==> src/rtl/dma_cfg_seq_pkg.sv <==
`default_nettype none
// ============================================================================
// Module      : dma_cfg_pkg
// Description : Shared constants for the DMA register-programming sequencer:
//               DMA core register offsets, control-register bits, FSM state
//               encoding and the step-to-offset lookup.
// Revision    : 1.0 - initial release
// ============================================================================
package dma_cfg_pkg;

  // DMA core register offsets
  localparam logic [9:0] c_mm2s_dmacr  = 10'h000;
  localparam logic [9:0] c_mm2s_sa     = 10'h018;
  localparam logic [9:0] c_mm2s_length = 10'h028;
  localparam logic [9:0] c_s2mm_dmacr  = 10'h030;
  localparam logic [9:0] c_s2mm_da     = 10'h048;
  localparam logic [9:0] c_s2mm_length = 10'h058;

  // Control-register bits
  localparam logic [31:0] c_ctrl_rs         = 32'h0000_0001;
  localparam logic [31:0] c_ctrl_ioc_irq_en = 32'h0000_1000;

  // One-hot sequencer states
  typedef enum logic [3:0] {
    S_IDLE     = 4'b0001,
    S_ISSUE    = 4'b0010,
    S_WAIT_END = 4'b0100,
    S_DONE     = 4'b1000
  } state_t;

  // Register offset for a given channel direction and step (control, address, length)
  function automatic logic [9:0] step_offset(input logic dir, input logic [1:0] step);
    logic [9:0] off;
    case (step)
      2'd0:    off = dir ? c_s2mm_dmacr  : c_mm2s_dmacr;
      2'd1:    off = dir ? c_s2mm_da     : c_mm2s_sa;
      2'd2:    off = dir ? c_s2mm_length : c_mm2s_length;
      default: off = 10'h000;
    endcase
    return off;
  endfunction

endpackage
`default_nettype wire

==> src/rtl/cfg_seq_wdog.sv <==
`default_nettype none
// ============================================================================
// Module      : cfg_seq_wdog
// Description : Per-write watchdog for dma_cfg_seq. Counts cycles while run
//               is high, restarts on clear, and flags expiry once
//               TIMEOUT_CYCLES running cycles have elapsed.
//               Used only when CFG_SEQ_TIMEOUT_EN is defined.
// Revision    : 1.0 - initial release
// ============================================================================
module cfg_seq_wdog #(
  parameter int unsigned TIMEOUT_CYCLES = 1023
) (
  input  logic clk,
  input  logic rst_n,
  input  logic clear,
  input  logic run,
  output logic expired
);

  localparam int unsigned c_w = (TIMEOUT_CYCLES > 1) ? $clog2(TIMEOUT_CYCLES) : 1;
  localparam logic [c_w-1:0] c_last = c_w'(TIMEOUT_CYCLES - 1);

  logic [c_w-1:0] r_cnt;

  // The final running cycle is the one in which the counter sits at TIMEOUT_CYCLES-1
  assign expired = run && (r_cnt == c_last);

  // Cycle counter: restarts on clear, advances while running, parks at the limit
  always_ff @(posedge clk or negedge rst_n) begin
    if (!rst_n) begin
      r_cnt <= '0;
    end else if (clear) begin
      r_cnt <= '0;
    end else if (run && !expired) begin
      r_cnt <= r_cnt + 1'b1;
    end
  end

endmodule
`default_nettype wire

==> src/rtl/dma_cfg_seq.sv <==
`default_nettype none
// ============================================================================
// Module      : dma_cfg_seq
// Description : Expands one DMA transfer command into the control / address /
//               length register writes of the DMA core and drives them through
//               the AXI-Lite write controller's valid/end handshake.
//               Optional per-write watchdog: define CFG_SEQ_TIMEOUT_EN.
// Revision    : 1.0 - initial release
// ============================================================================
module dma_cfg_seq
  import dma_cfg_pkg::*;
#(
  parameter bit          IRQ_EN         = 1'b1,
  parameter int unsigned TIMEOUT_CYCLES = 1023
) (
  input  logic        clk,
  input  logic        rst_n,
  input  logic        cmd_valid,
  output logic        cmd_ready,
  input  logic        cmd_dir,
  input  logic [31:0] cmd_addr,
  input  logic [25:0] cmd_len,
  output logic [9:0]  lite_awaddr,
  output logic [31:0] lite_wdata,
  output logic        lite_valid,
  input  logic        lite_end,
  output logic        busy,
  output logic        done,
  output logic        err
);

  localparam logic [31:0] c_ctrl_word = IRQ_EN ? (c_ctrl_rs | c_ctrl_ioc_irq_en) : c_ctrl_rs;

  state_t      r_state;
  state_t      w_next;
  logic        r_dir;
  logic [31:0] r_addr;
  logic [25:0] r_len;
  logic [1:0]  r_step;
  logic        r_err;
  logic        w_accept;
  logic        w_in_write;
  logic        w_timeout;

  assign w_accept   = cmd_valid && (r_state == S_IDLE);
  assign w_in_write = (r_state == S_ISSUE) || (r_state == S_WAIT_END);

`ifdef CFG_SEQ_TIMEOUT_EN
  logic w_wd_expired;

  cfg_seq_wdog #(
    .TIMEOUT_CYCLES (TIMEOUT_CYCLES)
  ) u_wdog (
    .clk     (clk),
    .rst_n   (rst_n),
    .clear   (r_state == S_ISSUE),
    .run     (r_state == S_WAIT_END),
    .expired (w_wd_expired)
  );

  // A completion arriving in the expiry cycle still wins over the abort
  assign w_timeout = w_wd_expired && !lite_end;
`else
  logic [31:0] w_unused_timeout;
  assign w_unused_timeout = 32'(TIMEOUT_CYCLES);
  assign w_timeout        = 1'b0;
`endif

  // State register
  always_ff @(posedge clk or negedge rst_n) begin
    if (!rst_n) begin
      r_state <= S_IDLE;
    end else begin
      r_state <= w_next;
    end
  end

  // Next-state logic
  always_comb begin
    w_next = r_state;
    case (r_state)
      S_IDLE: begin
        if (cmd_valid) begin
          w_next = (cmd_len == 26'd0) ? S_DONE : S_ISSUE;
        end
      end
      S_ISSUE: begin
        w_next = S_WAIT_END;
      end
      S_WAIT_END: begin
        if (lite_end) begin
          w_next = (r_step == 2'd2) ? S_DONE : S_ISSUE;
        end else if (w_timeout) begin
          w_next = S_DONE;
        end
      end
      S_DONE: begin
        w_next = S_IDLE;
      end
      default: begin
        w_next = S_IDLE;
      end
    endcase
  end

  // Command capture, step counter and error flag
  always_ff @(posedge clk or negedge rst_n) begin
    if (!rst_n) begin
      r_dir  <= 1'b0;
      r_addr <= '0;
      r_len  <= '0;
      r_step <= '0;
      r_err  <= 1'b0;
    end else if (w_accept) begin
      r_dir  <= cmd_dir;
      r_addr <= cmd_addr;
      r_len  <= cmd_len;
      r_step <= '0;
      r_err  <= (cmd_len == 26'd0);
    end else if (r_state == S_WAIT_END) begin
      if (lite_end && (r_step != 2'd2)) begin
        r_step <= r_step + 2'd1;
      end else if (!lite_end && w_timeout) begin
        r_err <= 1'b1;
      end
    end
  end

  // Write address/data: driven from the step table while a write is in flight
  always_comb begin
    lite_awaddr = '0;
    lite_wdata  = '0;
    if (w_in_write) begin
      lite_awaddr = step_offset(r_dir, r_step);
      case (r_step)
        2'd0:    lite_wdata = c_ctrl_word;
        2'd1:    lite_wdata = r_addr;
        default: lite_wdata = {6'b0, r_len};
      endcase
    end
  end

  assign lite_valid = (r_state == S_ISSUE);
  assign cmd_ready  = (r_state == S_IDLE);
  assign busy       = (r_state != S_IDLE);
  assign done       = (r_state == S_DONE);
  assign err        = (r_state == S_DONE) && r_err;

endmodule
`default_nettype wire

==> config.mk <==
export PLATFORM = sky130hd
export DESIGN_NAME = dma_cfg_seq
export DESIGN_NICKNAME = d
export VERILOG_FILES = /design/src/rtl/dma_cfg_seq_pkg.sv /design/src/rtl/cfg_seq_wdog.sv /design/src/rtl/dma_cfg_seq.sv
export SDC_FILE = /design/constraint.sdc
export NUM_CORES = 1
export LEC_CHECK = 0
export ABC_AREA = 0
export CORE_UTILIZATION = 35
export DETAILED_ROUTE_END_ITERATION = 10
export PLACE_DENSITY_LB_ADDON = 0.12
export SYNTH_ARGS = -nofsm -noshare
export SYNTH_HDL_FRONTEND = slang
export SYNTH_SLANG_ARGS = --single-unit
==> constraint.sdc <==
create_clock -name clk -period 1.89 [get_ports clk]
set_input_delay 0.378 -clock clk [delete_from_list [all_inputs] [get_ports clk]]
set_output_delay 0.378 -clock clk [all_outputs]
set_load 0.01 [all_outputs]
; ---- After elaboration in Yosys (flattened, before gate mapping)
; Index checks and enable logic that the tools add are counted.
[classes]
multipliers = 0
order_cmp = 0
n_eq_ne = 10
reduce_logical = 10
addsub = 1
shifts = 0
bitwise_logic = 0
n_div = 0
n_mux = 15
[op_table]
columns = op, n
row1 = $pmux W32 S2, 1
row2 = $mux W32, 1
row3 = $logic_not A26 Y1, 1
row4 = $pmux W7 S3, 1
row5 = $mux W4, 4
row6 = $mux W7, 2
row7 = $pmux W4 S3, 1
row8 = $mux W10, 1
row9 = $mux W2, 3
row10 = $mux W6, 1
row11 = $ne A2 B2 Y1 const B, 3
row12 = $eq A4 B1 Y1 const B, 1
row13 = $eq A4 B2 Y1 const B, 1
row14 = $eq A4 B3 Y1 const B, 1
row15 = $eq A4 B4 Y1 const B, 1
row16 = $ne A4 B1 Y1 const B, 1
row17 = $reduce_and A2 Y1, 2
row18 = $reduce_bool A2 Y1, 2
row19 = $logic_and A1 B1 Y1, 3
row20 = $add A2 B1 Y2 const B, 1
row21 = $eq A2 B1 Y1 const B, 1
row22 = $eq A2 B2 Y1 const B, 1
row23 = $logic_not A2 Y1, 1
row24 = $logic_or A1 B1 Y1, 1
[totals]
in_bits = 63
elab_cells = 42
mem_bits_rw = 0
latchBits = 0
mem_count = 0
output_inout_bits = 47
romBits = 0
ff_bits = 66

; ---- Longest topological paths before layout
; Gate-level depths: netlist of the first run.
[depth]
word_depth = 5
ltp_mapped = 6
ltp_nobuf = 5

; ---- Worst setup path before layout of the first run
; Ideal clock, no wire load.
[synth_timing]
kind = register to output
start = register r_state[1]
end = output lite_awaddr[4]
setup_slack_ns = -0.096
arrival_ns = 1.608
stages_incl_launch_ff = 5
cell_sequence = dfrtp_1 > xnor2_1 > or3_1 > buf_2 > a2111oi_0
[synth_via]
elab_chain_cells = 3
elab_cells_between_ends = 4
classes_between = 2 x eq/ne / 1 x mux / 1 x reduce/logical
[synth_rtl]
columns = element, line
row1 = from (decl), dma_cfg_seq.sv:34  ; state_t r_state;
row2 = from (signal assigned), dma_cfg_seq.sv:74  ; r_state <= w_next;
row3 = $eq A4 B2 Y1 or $eq A4 B3 Y1 (tied branches), dma_cfg_seq.sv:46  ; assign w_in_write = (r_state == S_ISSUE) || (r_state == S_WAIT_END);
row4 = $logic_or A1 B1 Y1 *, dma_cfg_seq.sv:46
row5 = $mux W10 *, dma_cfg_seq.sv:133  ; if (w_in_write) begin
row6 = to (decl), dma_cfg_seq.sv:23  ; output logic [9:0] lite_awaddr,
; Every way passes the cells marked *; elsewhere a longest branch is shown, timed or not.

; ---- Worst setup path in the final report of the first run
[layout_timing]
start = register r_state[2]
end = output lite_wdata[31]
[layout_via]
elab_chain_cells = 3
elab_cells_between_ends = 4
classes_between = 2 x eq/ne / 1 x mux / 1 x reduce/logical
[layout_rtl]
columns = element, line
row1 = $eq A4 B2 Y1 or $eq A4 B3 Y1 (tied branches), dma_cfg_seq.sv:46
row2 = $logic_or A1 B1 Y1 *, dma_cfg_seq.sv:46
row3 = $mux W32 *, dma_cfg_seq.sv:133
row4 = to (decl), dma_cfg_seq.sv:24  ; output logic [31:0] lite_wdata,
; Marked as above.

==> results of run 1 <==
## kinds of logic after synthesis
kind of cell    after synthesis
mux                           2
other cells                   1
simple gates                217
fa+ha+maj                     4
flops                        66
buf+inv                      33
compound gates               35
xor+xnor                      2
## tightest hold or removal path: stages, from the launching register on
cell and delay, ps:
dfrtp_1 340, nand2_1 50, nand2_1 60
## what timing repair did
action	in CTS	in global routing
cloned	1	1
setup endpoints to repair	41	81
hold buffers	1	0
resized for setup	173	22
endpoints found under the hold margin	22	0
pin swaps	6	4
buffers inserted	10	3
## layout make-up
class	instances	area, um^2	share of cell area
repair buffers	153	1390	0.292
well taps	105	131	0.0277
clock buffers	11	131	0.0277
clock inverters	5	31.3	0.00659
flip-flops and latches	66	1650	0.348
inverters	8	30.0	0.00633
multi-input cells	266	1380	0.292
## worst max-delay path by stage
stage | to | slack, ps | cells past startpoint
floorplan | lite_wdata[10] | -40 | 6
global placement | lite_wdata[6] | -460 | 6
detailed placement | lite_wdata[2] | -490 | 6
CTS | lite_wdata[10] | -520 | 8
global route | lite_wdata[9] | -610 | 8
finish | lite_wdata[31] | -530 | 9
## through the flow
| step | worst slack (ps) | total power (W) | area [um^2] | instances | util |
|---|---|---|---|---|---|
| floorplan | -42.7 | 0.00368 | 3120 | 365 | - |
| global placement | -462 | 0.00467 | 4470 | 585 | 0.533 |
| detailed placement | -490 | 0.00473 | 4470 | 585 | 0.533 |
| CTS | -518 | 0.00585 | 4680 | 612 | 0.559 |
| global route | -608 | 0.00640 | 4750 | 614 | 0.566 |
| finish | -527 | 0.00592 | 4750 | 614 | 0.566 |
## synthesized netlist by cell type
| cell type | n | share of area |
|---|---|---|
| nand2_1 | 179 | 0.22 |
| dfrtp_1 | 65 | 0.52 |
| a22o_1 | 24 | 0.068 |
| and2_1 | 10 | 0.020 |
| buf_2 | 10 | 0.016 |
| nor2_1 | 9 | 0.011 |
| buf_4 | 8 | 0.019 |
| inv_1 | 8 | 0.0097 |
| clkbuf_1 | 7 | 0.0085 |
| nor4_1 | 7 | 0.014 |
| ha_1 | 4 | 0.016 |
| o21ai_0 | 4 | 0.0065 |
| nor3_1 | 3 | 0.0048 |
| a211oi_1 | 2 | 0.0048 |
| a21o_1 | 2 | 0.0048 |
| mux2i_1 | 2 | 0.0065 |
| nand3_1 | 2 | 0.0032 |
| nor4b_1 | 2 | 0.0056 |
| xnor2_1 | 2 | 0.0056 |
| a2111oi_0 | 1 | 0.0028 |
| a31o_2 | 1 | 0.0028 |
| conb_1 | 1 | 0.0012 |
| dfstp_2 | 1 | 0.0085 |
| nand3b_1 | 1 | 0.0024 |
| nand4_1 | 1 | 0.0020 |
| nor3_4 | 1 | 0.0052 |
| nor4b_2 | 1 | 0.0048 |
| o211ai_1 | 1 | 0.0024 |
| or3_1 | 1 | 0.0020 |
## power groups by stage
| stage | sequential [W] | combinational (W) | clock [W] |
|---|---|---|---|
| finish | 0.00246 | 0.00245 | 0.00101 |
| global route | 0.00253 | 0.00276 | 0.00111 |
| CTS | 0.00245 | 0.00236 | 0.00104 |
| detailed placement | 0.00245 | 0.00228 | 0 |
| global placement | 0.00247 | 0.00220 | 0 |
| floorplan | 0.00237 | 0.00130 | 0 |
## registers in the layout, indices dropped and copies added (netlist names)
signal,cells
r_addr,32
r_len,26
r_state,4
r_dir,1
r_step,2
r_err,1
## routing by layer
| layer | share of wire | wire (um) | vias to the layer above | track usage |
|---|---|---|---|---|
| met4 | 0.0069 | 61 | 0 | 0.0634 |
| li1 | - | - | 1440 | - |
| met1 | 0.47 | 4100 | 1362 | 0.278 |
| met3 | 0.047 | 417 | 7 | 0.0458 |
| met2 | 0.48 | 4220 | 73 | 0.321 |
| met5 | 0 | 0 | - | 0 |
==> Flow_metrics.wiki, run 1 <==
{| class="wikitable"
! Metric !! Value
|-
| Minimum setup slack among reg-to-reg paths || roughly 90 ps
|-
| Outcome || finished, violations left
|-
| Worst clock skew on the final layout || 11.6 ps
|-
| Seq/Total Area, Yosys || 0.533
|-
| Via density per instance || 4.69
|-
| Mean area per synthesized cell || ~8.6 um^2
|-
| DR DRC count || 0
|-
| Post-synthesis cell type count || 29
|-
| First-pass detailed-route iteration total || 4
|-
| Dominant combinational cell family by area after synthesis || simple AND/OR/NAND/NOR gates
|-
| Via count of the first global-routing pass || 2818
|-
| Power per Cell Area || 1250 mW/mm^2
|-
| Final-report hold violation count || 0
|-
| Leading cell type in the layout, fill and taps excluded || nand2_1
|-
| Antenna violations before repair || 0
|-
| Required @ worst endpoint || 1510 ps
|-
| Placement row count || 33
|-
| Count of cells along the worst hold path || 2
|-
| Fin. max-slew vios || 0
|-
| Comb power frac || 0.414
|-
| Failing checks || negative setup slack
|-
| Cell chain of the critical path || xnor2_1 > or3_4 > buf_4 > nor2_4 > buf_6 > buf_12 > buf_6 > and2_4 > buf_6
|-
| Maximum number of pins on one net before global-route repair || 40
|-
| Die height || 96.1 um
|-
| CTS clk-pin slew, worst paths || 80 ps
|-
| Share of power burned in the clock network || 0.171
|-
| Number of buffer and inverter instances along the worst setup path || 5
|-
| Post-Route WL || 8800 um
|-
| Sw Ratio || 0.376
|-
| Synthesis-stage register bit count || between 60 and 70
|-
| Latest clock arrival within the worst-skew pair || between 300 and 400 ps
|-
| R2R Path End || r_state[3]$_DFFE_PN0P_
|-
| Worst min path class || reg -> reg
|-
| Clock tree from TritonCTS || built
|-
| Setup crit end kind || output pin
|-
| Clock sink total || 66
|-
| Portion of the clock cycle consumed by the worst path in the final layout || 1.28
|-
| Data arrival time of the critical path || 2040 ps
|-
| Master cell of the clock root buffer || clkbuf_8
|-
| Critical Path Max Stage Delay || 390 ps
|-
| Adder and majority cell fraction of the synthesized area || 0.0161
|-
| Flop pwr share || 0.415
|-
| Worst Hold Endpoint || r_addr[28]$_DFFE_PN0P_
|-
| Area of the mapped netlist || 0.00310 mm^2
|-
| Share of the synthesized area in compound gates (AO/OA/AOI/OAI) || 0.0920
|-
| Count of synthesis-stage warnings from yosys || 0
|-
| Horizontal die dimension || 96.1 um
|-
| Max Fanout on Critical Path || 8
|-
| Global-route wire length before repair || about 14000 um
|-
| Clock Tree Buf Depth || 2
|-
| Fillers || 834
|-
| Crit path time final || between 2000 and 2500 ps
|-
| Syn-to-layout area delta || 53.0%
|-
| Final count of negative-setup-slack endpoints || 37
|-
| Overall die area || 0.00924 mm^2
|-
| CTS Buf Count || 9
|-
| Maximum resistive drop on vdd || 0.524 mV
|-
| Unrepaired setup endpoints after global routing || yes
|-
| Most common cell type on the critical path || buf_6
|-
| Internal power summed over all cells || 0.00369 W
|-
| Most frequent cells in the layout || nand2_1, dfrtp_1, clkdlybuf4s50_1
|-
| CTS HTree Levels || 3
|-
| Count of antenna-violating nets left after detailed routing || 0
|-
| Count of pins on the block boundary || 110
|-
| Fraction of layout cells with a size suffix above 1 || 0.236
|-
| Mux share of post-synthesis cell area || 0.00645
|-
| Path type of the worst setup path || reg -> out
|-
| Crit. Startpoint || r_state[2]$_DFFE_PN0P_
|-
| Max-capacitance violation count || 0
|-
| Mean routed wirelength per cell || 14.3 um
|-
| Routability cong. || 0.784
|-
| Fin worst setup slack || -527 ps
|-
| Quantity of I/O buffers inserted on ports || slightly above 100
|-
| Antenna Diode Count || 0
|-
| CP Launch Type || flip-flop
|-
| Worst hold path startpoint || r_addr[28]$_DFFE_PN0P_
|-
| Cell family contributing the most delay on the critical path || simple AND/OR/NAND/NOR gates
|-
| Reg2reg path depth || 8
|-
| Placeable core region || 0.00838 mm^2
|-
| Net Switching || approximately 0.0022 W
|-
| Total global routing track utilization || 0.204
|-
| Net count of the finished layout || about 570
|-
| Leakage power || 2.47 nW
|-
| Initial Utilization || 0.370
|-
| Gate count of the mapped netlist || 360
|-
| Hpwl dp || ~6000 um
|-
| Drt initial violations || 114
|-
| Crit-path slowest cell || dfrtp_1
|-
| Setup total negative slack || -15660 ps
|-
| Post-synthesis share of cell area spent on and, or, nand and nor gates || 0.292
|-
| Hold WS || 470 ps
|-
| Highest achievable clock rate || 0.414 GHz
|-
| Total gr overflow || 0
|-
| Startpoint of the most critical register-to-register path || r_state[0]$_DFFE_PN1P_
|-
| Routed vias || 2882
|-
| Area share of xor/xnor cells in the synthesized design || 0.00565
|}
(Power assumes the default switching activity.)
==> run 2: changes to the inputs <==
--- a/config.mk
+++ b/config.mk
@@ -6,9 +6,10 @@
 export NUM_CORES = 1
 export LEC_CHECK = 0
 export ABC_AREA = 0
-export CORE_UTILIZATION = 35
+export CORE_UTILIZATION = 41
 export DETAILED_ROUTE_END_ITERATION = 10
 export PLACE_DENSITY_LB_ADDON = 0.12
+export SKIP_CTS_REPAIR_TIMING = 1
 export SYNTH_ARGS = -nofsm -noshare
 export SYNTH_HDL_FRONTEND = slang
 export SYNTH_SLANG_ARGS = --single-unit
==> run 2 against run 1 <==
  * The flow still finishes with violations (negative setup slack)
  * Maximum frequency rose by 1.7%
  * Clock-buffer cell count did not move
  * Worst hold slack got worse by 410 ps
  * Core utilization rose by 9.0 points
  * Clock skew fell by 1.6 ps
  * Sequential power barely moved
  * Register-to-register slack improved by 50 ps
  * Critical path depth fell by 2
  * Power rose by 6.2%
  * Die area fell by 14%
  * Largest cell class unchanged
  * Clock power rose by 28%
  * Sequential share of layout area fell by 0.31 points
  * Largest power group is now combinational cells
==> Flow_metrics.wiki, run 2 (synthesis results as in run 1) <==
{| class="wikitable"
! Metric !! Value
|-
| Max Fanout on Critical Path || 6 (was 8)
|-
| Relative max-transition margin || 0.666
|-
| Setup crit end || lite_wdata[7] (was lite_wdata[31])
|-
| Most frequent cells in the layout || nand2_1, dfrtp_1, clkdlybuf4s50_1 (unchanged)
|-
| Initial Utilization || 0.425 (was 0.370)
|-
| CTS Buf Count || 9 (unchanged)
|-
| Quantity of I/O buffers inserted on ports || 103 (unchanged)
|-
| Master cell of the clock root buffer || clkbuf_8 (unchanged)
|-
| Count of antenna-violating nets left after detailed routing || 0 (unchanged)
|-
| Setup crit end kind || output pin (unchanged)
|-
| Leading cell type in the layout, fill and taps excluded || nand2_1 (unchanged)
|-
| Startpoint of the most critical register-to-register path || r_state[0]$_DFFE_PN1P_ (unchanged)
|-
| Fraction of layout cells with a size suffix above 1 || 0.256 (was 0.236)
|-
| Internal power summed over all cells || 0.00402 W (was 0.00369 W)
|-
| Crit. Startpoint || r_state[1]$_DFFE_PN0P_ (was r_state[2]$_DFFE_PN0P_)
|-
| Total global routing track utilization || 0.217 (was 0.204)
|-
| Register name with the most flops || r_addr (unchanged)
|-
| Via density per instance || 4.84 (was 4.69)
|-
| Clock sink total || 66 (unchanged)
|-
| Final count of negative-setup-slack endpoints || 37 (unchanged)
|-
| Failing checks || negative setup slack (unchanged)
|-
| Maximum resistive drop on vdd || 0.614 mV (was 0.524 mV)
|-
| Path type of the worst setup path || reg -> out (unchanged)
|-
| Largest registers || r_addr (32), r_len (26), r_state (4) (unchanged)
|-
| Worst min path class || in -> async (was reg -> reg)
|-
| Sw Ratio || 0.359 (was 0.376)
|-
| Highest achievable clock rate || 0.421 GHz (was 0.414 GHz)
|-
| Routed vias || 2916 (was 2882)
|-
| Count of pins on the block boundary || 110 (unchanged)
|-
| Fin. max-slew vios || 0 (unchanged)
|-
| Share of power burned in the clock network || 0.205 (was 0.171)
|-
| Data arrival time of the critical path || 2000 ps (was 2040 ps)
|-
| Maximum number of pins on one net before global-route repair || 67 (was 40)
|-
| CTS clk-pin slew, worst paths || 70 ps (was 80 ps)
|-
| Worst clock skew on the final layout || 9.98 ps (was 11.6 ps)
|-
| Power per Cell Area || 1310 mW/mm^2 (was 1250 mW/mm^2)
|-
| Global-route wire length before repair || 13000 um (was 14000 um)
|-
| Crit path time final || 2380 ps (was 2420 ps)
|-
| Latest clock arrival within the worst-skew pair || 330 ps (was 340 ps)
|-
| Leakage power || 2.47 nW (about the same)
|-
| Final-report hold violation count || 0 (unchanged)
|-
| CP Launch Type || flip-flop (unchanged)
|-
| Max-capacitance violation count || 0 (unchanged)
|-
| Number of flip-flops under the largest register name || 32 (unchanged)
|-
| Antenna Diode Count || 0 (unchanged)
|-
| R2R Path End || r_state[1]$_DFFE_PN0P_ (was r_state[3]$_DFFE_PN0P_)
|-
| Routability cong. || 0.783 (was 0.784)
|-
| Fin worst setup slack || -488 ps (was -527 ps)
|-
| Net count of the finished layout || 565 (was 571)
|-
| Clock tree from TritonCTS || built (unchanged)
|-
| Mean routed wirelength per cell || 14.1 um (was 14.3 um)
|-
| Via count of the first global-routing pass || 2836 (was 2818)
|-
| Reg2reg path depth || 7 (was 8)
|-
| Clock Tree Buf Depth || 2 (unchanged)
|-
| Drt initial violations || 159 (was 114)
|-
| Portion of the clock cycle consumed by the worst path in the final layout || 1.26 (was 1.28)
|-
| Syn-to-layout area delta || 54.4% (was 53.0%)
|-
| Die height || 89.0 um (was 96.1 um)
|-
| Hpwl dp || 5680 um (was 5980 um)
|-
| Outcome || finished, violations left (unchanged)
|-
| Post-Route WL || 8460 um (was 8800 um)
|-
| Fillers || 652 (was 834)
|-
| CTS HTree Levels || 3 (unchanged)
|-
| Unrepaired setup endpoints after global routing || yes (unchanged)
|-
| Measured slew at the worst slew-check pin || 494 ps
|-
| Horizontal die dimension || 89.0 um (was 96.1 um)
|-
| First-pass detailed-route iteration total || 4 (unchanged)
|-
| Placeable core region || 0.00729 mm^2 (was 0.00838 mm^2)
|-
| Hold WS || 56.8 ps (was 470 ps)
|-
| Flop pwr share || 0.392 (was 0.415)
|-
| Net Switching || 0.00226 W (was 0.00222 W)
|-
| Final core area utilization || 0.657 (was 0.566)
|-
| DR DRC count || 0 (unchanged)
|-
| Total gr overflow || 0 (unchanged)
|-
| Comb power frac || 0.403 (was 0.414)
|-
| Minimum setup slack among reg-to-reg paths || 140 ps (was 90 ps)
|-
| Overall die area || 0.00792 mm^2 (was 0.00924 mm^2)
|-
| Required @ worst endpoint || 1510 ps (about the same)
|-
| Placement row count || 31 (was 33)
|-
| Worst setup timing slack at the placement stage || -501 ps (was -490 ps)
|-
| Antenna violations before repair || 0 (unchanged)
|}
-- run 2: cell type report --
type,instances,area (um^2),area share
clock buffers,11,141,0.0295
clock inverters,5,77.6,0.0162
inverters,8,32.5,0.00679
multi-input cells,266,1450,0.303
flip-flops and latches,66,1650,0.345
well taps,99,124,0.0259
repair buffers,147,1310,0.273
-- run 2: power by group through the flow --
stage	combinational (W)	sequential, W	clock, W
3_3_place_gp	0.00220	0.00242	0
3_5_place_dp	0.00228	0.00244	0
6_report	0.00253	0.00246	0.00129
2_1_floorplan	0.00130	0.00237	0
4_1_cts	0.00229	0.00243	0.00133
5_1_grt	0.00285	0.00253	0.00139
-- run 2: through the flow --
stage / cell area [um^2] / total power, W / TNS, ps / cells
global route: 4790 / 0.00677 / -16860 / 602
CTS: 4660 / 0.00604 / -31050 / 593
floorplan: 3120 / 0.00368 / -853 / 365
global placement: 4440 / 0.00462 / -15550 / 577
detailed placement: 4440 / 0.00472 / -16760 / 577
finish: 4790 / 0.00628 / -14400 / 602
-- run 2: metal layers --
layer | global-route usage | vias to the layer above | wire length [um]
met2 | 0.360 | 94 | 4210
met5 | 0 | - | 0
met4 | 0.0866 | 0 | 123
li1 | - | 1425 | -
met1 | 0.285 | 1381 | 3750
met3 | 0.0360 | 16 | 377
-- run 2: critical path: stages (launching register included) --
cell and delay, ps:
dfrtp_1 390, xnor2_1 140, or3_4 380, nor3_4 240
buf_12 150, buf_6 120, a22o_1 140, buf_2 130
-- run 2: worst min path at each step --
stage                                   to  slack (ps)
finish              r_addr[22]$_DFFE_PN0P_          60
global route        r_addr[22]$_DFFE_PN0P_          80
CTS                 r_addr[22]$_DFFE_PN0P_          60
detailed placement  r_addr[22]$_DFFE_PN0P_         420
global placement    r_addr[22]$_DFFE_PN0P_         420
floorplan            r_addr[0]$_DFFE_PN0P_          80
